### src/rtl/fib_bcd_display.sv
// Display stage for the Fibonacci generator: sequential double-dabble binary-to-BCD
// conversion feeding a multiplexed, active-low 7-segment display with leading-zero blanking.
module fib_bcd_display #(
  parameter int N           = 13,
  parameter int DIGITS      = 4,
  parameter int REFRESH_DIV = 50000,
  parameter int BLANK_LZ    = 1
) (
  input  logic                  clk,
  input  logic                  reset,
  input  logic                  in_valid,
  output logic                  in_ready,
  input  logic [N-1:0]          bin,
  output logic [4*DIGITS-1:0]   bcd,
  output logic                  bcd_valid,
  output logic [6:0]            seg,
  output logic [DIGITS-1:0]     an
);

  function automatic longint unsigned pow10(input int d);
    longint unsigned p;
    p = 1;
    for (int i = 0; i < d; i++) p = p * 10;
    return p;
  endfunction

  localparam longint unsigned MAX_BIN = (64'd1 << N) - 64'd1;
  localparam int CW = (N > 1) ? $clog2(N) : 1;
  localparam int RW = (REFRESH_DIV > 1) ? $clog2(REFRESH_DIV) : 1;
  localparam int SW = (DIGITS > 1) ? $clog2(DIGITS) : 1;

  generate
    if (pow10(DIGITS) <= MAX_BIN) begin : g_digits_check
      $fatal(1, "fib_bcd_display: DIGITS too small to hold 2**N-1");
    end
    if (REFRESH_DIV < 1) begin : g_refresh_check
      $fatal(1, "fib_bcd_display: REFRESH_DIV must be at least 1");
    end
  endgenerate

  typedef enum logic {IDLE, CONV} state_t;

  state_t                state_q, state_d;
  logic [N-1:0]          shift_q, shift_d;
  logic [4*DIGITS-1:0]   work_q, work_d;
  logic [CW-1:0]         cnt_q, cnt_d;
  logic [4*DIGITS-1:0]   bcd_q, bcd_d;
  logic                  bcd_valid_q, bcd_valid_d;
  logic [RW-1:0]         refresh_q, refresh_d;
  logic [SW-1:0]         scan_q, scan_d;

  logic [4*DIGITS-1:0]   adj;
  logic [4*DIGITS-1:0]   work_next;
  logic [DIGITS-1:0]     blank;
  logic                  hi_zero;
  logic [3:0]            digit_sel;

  // One double-dabble step: correct nibbles >= 5, then shift the next binary bit in.
  always_comb begin
    adj = work_q;
    for (int k = 0; k < DIGITS; k++) begin
      if (work_q[4*k +: 4] >= 4'd5) adj[4*k +: 4] = work_q[4*k +: 4] + 4'd3;
    end
    work_next = {adj[4*DIGITS-2:0], shift_q[N-1]};
  end

  always_comb begin
    state_d     = state_q;
    shift_d     = shift_q;
    work_d      = work_q;
    cnt_d       = cnt_q;
    bcd_d       = bcd_q;
    bcd_valid_d = 1'b0;
    in_ready    = 1'b0;
    case (state_q)
      IDLE: begin
        in_ready = 1'b1;
        if (in_valid) begin
          shift_d = bin;
          work_d  = '0;
          cnt_d   = '0;
          state_d = CONV;
        end
      end
      CONV: begin
        work_d  = work_next;
        shift_d = shift_q << 1;
        cnt_d   = cnt_q + 1'b1;
        if (cnt_q == CW'(N - 1)) begin
          bcd_d       = work_next;
          bcd_valid_d = 1'b1;
          state_d     = IDLE;
        end
      end
      default: state_d = IDLE;
    endcase
  end

  always_comb begin
    refresh_d = refresh_q + 1'b1;
    scan_d    = scan_q;
    if (refresh_q == RW'(REFRESH_DIV - 1)) begin
      refresh_d = '0;
      scan_d    = (scan_q == SW'(DIGITS - 1)) ? '0 : scan_q + 1'b1;
    end
  end

  // A digit is blanked only when it and every digit above it are zero; units never blank.
  always_comb begin
    blank   = '0;
    hi_zero = 1'b1;
    for (int k = DIGITS - 1; k >= 0; k--) begin
      hi_zero = hi_zero & (bcd_q[4*k +: 4] == 4'd0);
      if (k > 0 && BLANK_LZ != 0) blank[k] = hi_zero;
    end
    digit_sel = bcd_q[4*scan_q +: 4];
    seg = 7'b1111111;
    if (!blank[scan_q]) begin
      case (digit_sel)
        4'd0:    seg = 7'b1000000;
        4'd1:    seg = 7'b1111001;
        4'd2:    seg = 7'b0100100;
        4'd3:    seg = 7'b0110000;
        4'd4:    seg = 7'b0011001;
        4'd5:    seg = 7'b0010010;
        4'd6:    seg = 7'b0000010;
        4'd7:    seg = 7'b1111000;
        4'd8:    seg = 7'b0000000;
        4'd9:    seg = 7'b0010000;
        default: seg = 7'b1111111;
      endcase
    end
    an = ~(DIGITS'(1) << scan_q);
  end

  assign bcd       = bcd_q;
  assign bcd_valid = bcd_valid_q;

  always_ff @(posedge clk) begin
    if (reset) begin
      state_q     <= IDLE;
      shift_q     <= '0;
      work_q      <= '0;
      cnt_q       <= '0;
      bcd_q       <= '0;
      bcd_valid_q <= 1'b0;
      refresh_q   <= '0;
      scan_q      <= '0;
    end else begin
      state_q     <= state_d;
      shift_q     <= shift_d;
      work_q      <= work_d;
      cnt_q       <= cnt_d;
      bcd_q       <= bcd_d;
      bcd_valid_q <= bcd_valid_d;
      refresh_q   <= refresh_d;
      scan_q      <= scan_d;
    end
  end

endmodule

### config.mk
export PLATFORM = sky130hd
export DESIGN_NAME = fib_bcd_display
export DESIGN_NICKNAME = d
export VERILOG_FILES = /design/src/rtl/fib_bcd_display.sv
export SDC_FILE = /design/constraint.sdc
export NUM_CORES = 1
export LEC_CHECK = 0
export BUFFER_PORTS_ARGS = -buffer_cell sky130_fd_sc_hd__buf_2
export CAP_MARGIN = 0
export CELL_PAD_IN_SITES_DETAIL_PLACEMENT = 2
export CELL_PAD_IN_SITES_GLOBAL_PLACEMENT = 2
export CORE_MARGIN = 2
export CORE_UTILIZATION = 35
export CTS_BUF_LIST = sky130_fd_sc_hd__clkbuf_8
export DETAILED_ROUTE_END_ITERATION = 8
export PLACE_DENSITY = 0.88
export RECOVER_POWER = 25
export SYNTH_ARGS = -nofsm -noshare
export SYNTH_HDL_FRONTEND = slang
export SYNTH_SLANG_ARGS = --single-unit
### constraint.sdc
create_clock -name clk -period 2.2 [get_ports clk]
set_input_delay 0.22 -clock clk [delete_from_list [all_inputs] [get_ports clk]]
set_output_delay 0.22 -clock clk [all_outputs]
set_load 0.03 [all_outputs]
# Yosys cells after proc, flatten, opt, wreduce, memory -nomap -nowiden
# Memory sizes are Yosys's and may differ from the RTL's.
# Index checks and enable logic that the tools add are counted.
# classes
n_mux,19
shifts,2
addsub,7
eq_ne,4
n_reduce_logical,6
bitwise,4
magnitude_cmp,5
# ops
operator,count
$pmux W16 S2,1
$pmux W13 S2,1
$add A16 B1 Y16 const B,1
$eq A16 B16 Y1 const B,1
$ge A4 B3 Y1 const B,4
$mux W16,1
$mux W4,4
$shiftx A16 B5 Y4,1
$mux W13,1
$add A4 B2 Y4 const B,3
$logic_not A4 Y1,3
$pmux W4 S2,1
$mux W7,1
$mux W1,5
$add A4 B1 Y4 const B,1
$eq A4 B4 Y1 const B,1
$not A4 Y4,1
$reduce_or A2 Y1,2
$shl A1 B2 Y4 const A,1
$add A3 B2 Y3 const B,1
$lt A2 B3 Y1 const B,1
$mux W3,1
$add A2 B1 Y2 const B,1
$and A1 B1 Y1,2
7 further kinds,7
# totals
mem_bits_ro,112
mem_count,1
register_bits,69
elab_cells,56
# memory_table
name,words,width,read_ports,rd_ports_with_merged_regs,wr,line,source
(name not given),16,7,1,0,0,119,case (digit_sel)

# Depth between registers and ports, before layout
# Gate-level depths: netlist (run 1).
# depth
word_depth,6
depth_mapped,7

# Worst setup path before layout (run 1)
# Ideal clock, no wire load.
# synth_timing
path_type,reg2out
startpoint,register scan_q[0]
endpoint,output port seg[3]
arrival_time_ns,2.263
path_stages_with_launch,8
required_ns,1.980
path_buffers,1
slack_ns,-0.283
path_cell_list,dfxtp_1 -> buf_2 -> mux4_2 -> inv_1 -> ha_1 -> nor2_1 -> a21oi_1 -> o21ai_0
# synth_between
elab_chain_len,3
elab_cells_between_ends,5
# synth_rtl
element,line,source
from (decl),50,"logic [SW-1:0] scan_q, scan_d;"
from (signal assigned),157,scan_q <= scan_d;
$shiftx A16 B5 Y4 or $bmux W1 S2 (tied branches),"116, 118",
$mem_v2 Z16 W7 or $mux W1 (tied branches),-,
$mux W7 *,118,if (!blank[scan_q]) begin
to (decl),16,"output logic [6:0] seg,"
# Every way passes the cells marked *; elsewhere a longest branch is shown, timed or not. The select of a mux whose other input is x is not followed.

# Worst setup path in the final report (run 1)
# Same ends and word-level chain as after synthesis.

==> results of run 1 <==
[where the power goes]
part | switching [W] | internal, W | total (W)
registers | 0.0000193 | 0.00127 | 0.00129
logic | 0.0000988 | 0.0000552 | 0.000154
clock network | 0.000496 | 0.000576 | 0.00107
[worst min-delay path by stage]
stage                     cells after the start  slack [ns]               startpoint                      end
final                                         3        0.17                   bin[0]  shift_q[0]$_SDFFE_PP0P_
after global routing                          3        0.20                   bin[0]  shift_q[0]$_SDFFE_PP0P_
after CTS                                     3        0.17                   bin[0]  shift_q[0]$_SDFFE_PP0P_
after detailed placement                      1        0.45  refresh_q[0]$_SDFF_PP0_  refresh_q[0]$_SDFF_PP0_
after global placement                        1        0.44  refresh_q[0]$_SDFF_PP0_  refresh_q[0]$_SDFF_PP0_
after floorplan                               2        0.42                   bin[0]  shift_q[0]$_SDFFE_PP0P_
[worst reg2reg max path: stages (launching register included)]
cell	delay, ns
dfxtp_1	0.38
ha_1	0.25
and3_2	0.24
nand4_1	0.12
or4_4	0.54
or3_1	0.35
a21oi_2	0.15
[cell families after synthesis]
| family | after synthesis | share of synthesized area |
|---|---|---|
| mux | 27 | 0.0886 |
| xor+xnor | 18 | 0.0452 |
| simple gates | 176 | 0.230 |
| compound gates | 78 | 0.120 |
| fa+ha+maj | 20 | 0.0717 |
| flops | 69 | 0.396 |
| buf+inv | 43 | 0.0484 |
[what timing repair did]
item | CTS | global route
setup endpoints to repair | 7 | 8
buffers inserted | 6 | 2
pin swaps | 5 | 2
gates resized for setup | 28 | 19
[metal layers]
layer / GRT usage / up-vias / part of all wire
met5: 0 / - / 0
met4: 0.0907 / 0 / 0.027
met3: 0.0495 / 24 / 0.036
met2: 0.437 / 77 / 0.54
met1: 0.253 / 1656 / 0.39
li1: - / 1562 / -
[synth_stat cells, drive strengths merged, types with 6 or more instances]
library cell / instances / area share
a21oi: 51 / 0.073
buf: 7 / 0.0097
clkbuf: 15 / 0.016
dfxtp: 69 / 0.40
ha: 20 / 0.072
inv: 20 / 0.022
mux2i: 23 / 0.066
nand2: 43 / 0.046
nand2b: 8 / 0.014
nand3: 11 / 0.016
nor2: 73 / 0.079
nor3: 19 / 0.027
nor3b: 6 / 0.013
o21ai: 18 / 0.026
xnor2: 10 / 0.025
xor2: 8 / 0.020
[flip-flops by register name, summed over array words and instances (netlist names)]
name       count
refresh_q     16
cnt_q          4
work_q        16
scan_q         2
shift_q       13
bcd_valid      1
bcd           16
state_q        1
[through the flow]
stage,total power (W),util,std cells,setup slack (ns)
6_report,0.00251,0.438,620,-0.159
4_1_cts,0.00254,0.432,618,-0.110
3_5_place_dp,0.00148,0.398,597,-0.0395
3_3_place_gp,0.00146,0.398,597,0.131
5_1_grt,0.00263,0.438,620,-0.273
2_1_floorplan,0.00142,-,431,-0.0562
[area by class of cell]
| cell class | count | area [µm²] |
|---|---|---|
| timing repair buffer | 63 | 390 |
| clock buffer | 11 | 151 |
| tap | 133 | 166 |
| inverter | 21 | 81.3 |
| multi-input combinational | 319 | 2030 |
| fill | 1099 | 5470 |
| sequential | 69 | 1390 |
| clock inverter | 4 | 47.5 |
==> flow_summary.yaml, run 1 <==
logic_synthesis:
  synth_enable_flop_cells: 0
  ys_seq_area_frac: 0.396
  syn_nets: 467
  postSynthAreaPerCell_um2: 8.10
  synth_cell_types: 38
  syn_area_um2: 3490
  ys_ff_latch: 69
  yosys_warnings: 0
  synth-async-reset-ratio: 0
  synthFlopType: "dfxtp_1"
  synthCells: 431
worst_hold_path:
  hold_class: "primary input to flip-flop"
floorplan:
  dieArea_um2: 10800
  rows: 36
  die_w_um: 104
  io_pins: 45
  core_um2: 9730
  fp.dieH_um: 104
  start_util: 0.359
place:
  dpl-instance-area_um2: 3870
  gp_congestion: 0.886
  port_buffers: 44
  hpwl_um: 8350
power_and_ir_drop:
  peakVddDrop_uv: 239
  leakage_nw: 1.69
  power.density_nw_per_um2: 591
clocking:
  path_clk_slew_ns: 0.07
  cts_max_level: 3
  cts_tree: "done"
  clockBufferDepth: 2
  cts_buffers: 9
  cts-root-buf: "clkbuf_8"
  hold_buffers: 0
  clock_latency_ns: 0.35
  cts.sinks: 69
global_route:
  grt_overflow_total: 0
  grt_pass1_vias: 3647
  grt_max_degree: 38
  antenna_found_initial: 0
  track_usage: 0.232
  grt_pass1_wl_um: 19800
sta:
  setup-tns-final_ns: -0.851
  max_freq_mhz: 424
  layout_setup_ws_ns: -0.159
  whs_ns: 0.172
  relSlewSlack: 0.539
  fin_crit_ns: 2.36
  worst_pin_slew_ns: 0.691
  slew_violations: 0
  hold_violations: 0
  rsz0062_at_grt: "yes"
  fin_worst_skew_ns: 0.0106
  setup_viol: 7
  finalCritPeriodShare: 1.07
critical_path:
  required_ns: 1.98
  critPathMaxFanout: 5
  worst_setup_path_end_kind: "output pin"
  cp_top_family: "multiplexers"
  cp.arrival_ns: 2.14
  worst-r2r-setup-slack_ns: 0.10
  cp-endpoint: "seg[3]"
  cp_num_buf_inv: 2
  startpoint: "scan_q[0]$_SDFFE_PP0N_"
  crit_slowest_cell: "mux4_2"
  timing.rr.end: "scan_q[0]$_SDFFE_PP0N_"
  startpoint_type: "flip-flop"
  cp.depth: 7
  crit-reg2reg-launch: "refresh_q[0]$_SDFF_PP0_"
  ff2ff_path_depth: 6
  setup.worst_path.class: "flip-flop to output pin"
  critical_path.cell_chain: "mux4_2 -> inv_4 -> ha_4 -> nor2_4 -> a21oi_2 -> o21ai_1 -> buf_4"
  crit_path_max_incr_delay_ns: 0.62
drt:
  dr.pass1.iters: 4
  wirelength_um: 12400
  num_vias: 3319
  viasPerCell: 5.35
  drc: 0
  routedWlPerCell_um: 19.9
  drt_iter0_markers: 92
  detail-route-antenna-nets: 0
status:
  violations: "setup timing"
  status: "finished, violations left"
finish:
  drive_above_1_share: 0.201
  most-common-layout-cells: "nor2_1, dfxtp_1, a21oi_1, nand2_1, buf_2"
  final_common_cell: "nor2_1"
  antenna_cells: 0
  area_delta_synth_final_pct: 22.0
  design_area_um2: 4260
  fin_nets: 519
job:
  drv_cap: 0
(Power assumes the default switching activity.)
==> run 2, diff against run 1 <==
--- a/config.mk
+++ b/config.mk
@@ -10,11 +10,11 @@
 export CELL_PAD_IN_SITES_DETAIL_PLACEMENT = 2
 export CELL_PAD_IN_SITES_GLOBAL_PLACEMENT = 2
 export CORE_MARGIN = 2
-export CORE_UTILIZATION = 35
-export CTS_BUF_LIST = sky130_fd_sc_hd__clkbuf_8
+export CORE_UTILIZATION = 34
 export DETAILED_ROUTE_END_ITERATION = 8
-export PLACE_DENSITY = 0.88
+export PLACE_DENSITY = 0.86
 export RECOVER_POWER = 25
+export SETUP_SLACK_MARGIN = 0.3
 export SYNTH_ARGS = -nofsm -noshare
 export SYNTH_HDL_FRONTEND = slang
 export SYNTH_SLANG_ARGS = --single-unit
==> run 2 against run 1 <==
The run still ends with setup timing left; via count decreased by 2.2%; clock power increased by 10%; flip-flop and latch count unchanged; worst setup slack improved by 0.026 ns; die area increased by 2.8%; clock skew increased by 0.0039 ns; sequential power about the same; final cell count increased by 0.16%; critical path type unchanged.
==> flow_summary.yaml, run 2 (same netlist as run 1, synthesis figures left out) <==
floorplan:
  core_um2: 9860
  dieArea_um2: 11100
  start_util: 0.354
  io_pins: 45
  rows: 36
  die_w_um: 105
  fp.dieH_um: 105
place:
  port_buffers: 44
  gp_congestion: 0.769
  hpwl_um: 7660
critical_path:
  worst_setup_path_end_kind: "output pin"
  startpoint_type: "flip-flop"
  cp.arrival_ns: 2.11
  required_ns: 1.98
  critPathMaxFanout: 4
  setup.worst_path.class: "flip-flop to output pin"
finish:
  antenna_cells: 0
  fin_nets: 519
  most-common-layout-cells: "nor2_1, dfxtp_1, a21oi_1, nand2_1, buf_2"
  area_delta_synth_final_pct: 24.8
  final_common_cell: "nor2_1"
  drive_above_1_share: 0.232
power_and_ir_drop:
  power.total_w: 0.00263
  leakage_nw: 1.71
  power.density_nw_per_um2: 603
  peakVddDrop_uv: 366
sta:
  max_freq_mhz: 429
  relSlewSlack: 0.355
  worst_pin_slew_ns: 0.968
  layout_setup_ws_ns: -0.133
  slew_violations: 0
  fin_crit_ns: 2.33
  finalCritPeriodShare: 1.06
  whs_ns: 0.154
  hold_violations: 0
  fin_worst_skew_ns: 0.0145
  rsz0062_at_grt: "yes"
  setup_viol: 7
drt:
  dr.pass1.iters: 4
  drc: 0
  viasPerCell: 5.23
  routedWlPerCell_um: 19.9
  wirelength_um: 12300
  drt_iter0_markers: 116
  detail-route-antenna-nets: 0
  num_vias: 3246
global_route:
  grt_overflow_total: 0
  grt_pass1_wl_um: 18400
  grt_max_degree: 26
  grt_pass1_vias: 3493
  grt.busiest_layer: "met2"
  use_met2: 0.370
  antenna_found_initial: 0
  use_met3: 0.0408
  use_met1: 0.254
  track_usage: 0.208
clocking:
  cts.sinks: 69
  path_clk_slew_ns: 0.08
  clock_latency_ns: 0.36
  clockBufferDepth: 2
  cts_buffers: 9
  cts-root-buf: "clkbuf_8"
  cts_tree: "done"
  cts_max_level: 3
  hold_buffers: 0
status:
  status: "finished, violations left"
  violations: "setup timing"
worst_hold_path:
  hold_class: "primary input to flip-flop"
job:
  drv_cap: 0
-- run 2: cell count changes in the layout (fill, tap and decap cells not counted), sizes merged --
| cell | delta |
|---|---|
| bufinv | +1 |
| clkinv | +1 |
| buf | +4 |
| clkbuf | -5 |
-- run 2: power by group --
part           switching [W]  internal [W]  total (W)  leakage (nW)
combinational      0.0000942     0.0000566   0.000151          1.04
sequential         0.0000244       0.00127    0.00129         0.561
clock               0.000514      0.000667    0.00118         0.112
total               0.000633       0.00199    0.00263          1.71
-- run 2: metrics by stage --
step / setup TNS (ns) / cells / cell area (µm²) / setup slack [ns] / utilization
detailed placement: 0 / 599 / 3910 / 0.0903 / 0.396
floorplan: 0 / 431 / 3520 / 0.203 / -
global route: -1.12 / 621 / 4360 / -0.180 / 0.442
finish: -0.741 / 621 / 4360 / -0.133 / 0.442
global placement: 0 / 599 / 3910 / 0.212 / 0.396
CTS: -0.403 / 620 / 4280 / -0.0802 / 0.434
-- run 2: timing repair --
action,4_1_cts,5_1_grt
setup buffers,5,1
pin swaps,5,5
endpoints found under the setup margin,23,23
resized for setup,26,25
hold endpoints to repair,0,0
-- run 2: worst max-delay path: stages, from the launching register on --
cell and delay (ns):
dfxtp_4 0.38, mux4_2 0.60, inv_2 0.13, buf_6 0.12
ha_4 0.14, mux2i_1 0.09, o21ai_2 0.16, buf_6 0.15
-- run 2: cell type report --
| class | instances | area (µm²) |
|---|---|---|
| multi-input combinational | 319 | 2080 |
| clock buffer | 10 | 138 |
| inverter | 21 | 81.3 |
| fill | 1091 | 5510 |
| clock inverter | 6 | 86.3 |
| tap | 133 | 166 |
| sequential | 69 | 1390 |
| timing repair buffer | 63 | 409 |
-- run 2: worst paths after layout --
check                     startpoint                       to  slack (ns)  cells past startpoint
max           scan_q[0]$_SDFFE_PP0N_                   seg[0]       -0.13                      7
min                           bin[0]  shift_q[0]$_SDFFE_PP0P_        0.15                      3
max reg2reg  refresh_q[1]$_SDFF_PP0_   scan_q[0]$_SDFFE_PP0N_        0.27                      6
min reg2reg  refresh_q[0]$_SDFF_PP0_  refresh_q[0]$_SDFF_PP0_        0.47                      1
-- run 2: per-layer routing --
metal | wire length, µm | part of all wire
met1 | 5180 | 0.42
met2 | 6420 | 0.52
met3 | 370 | 0.030
met4 | 369 | 0.030
met5 | 0 | 0
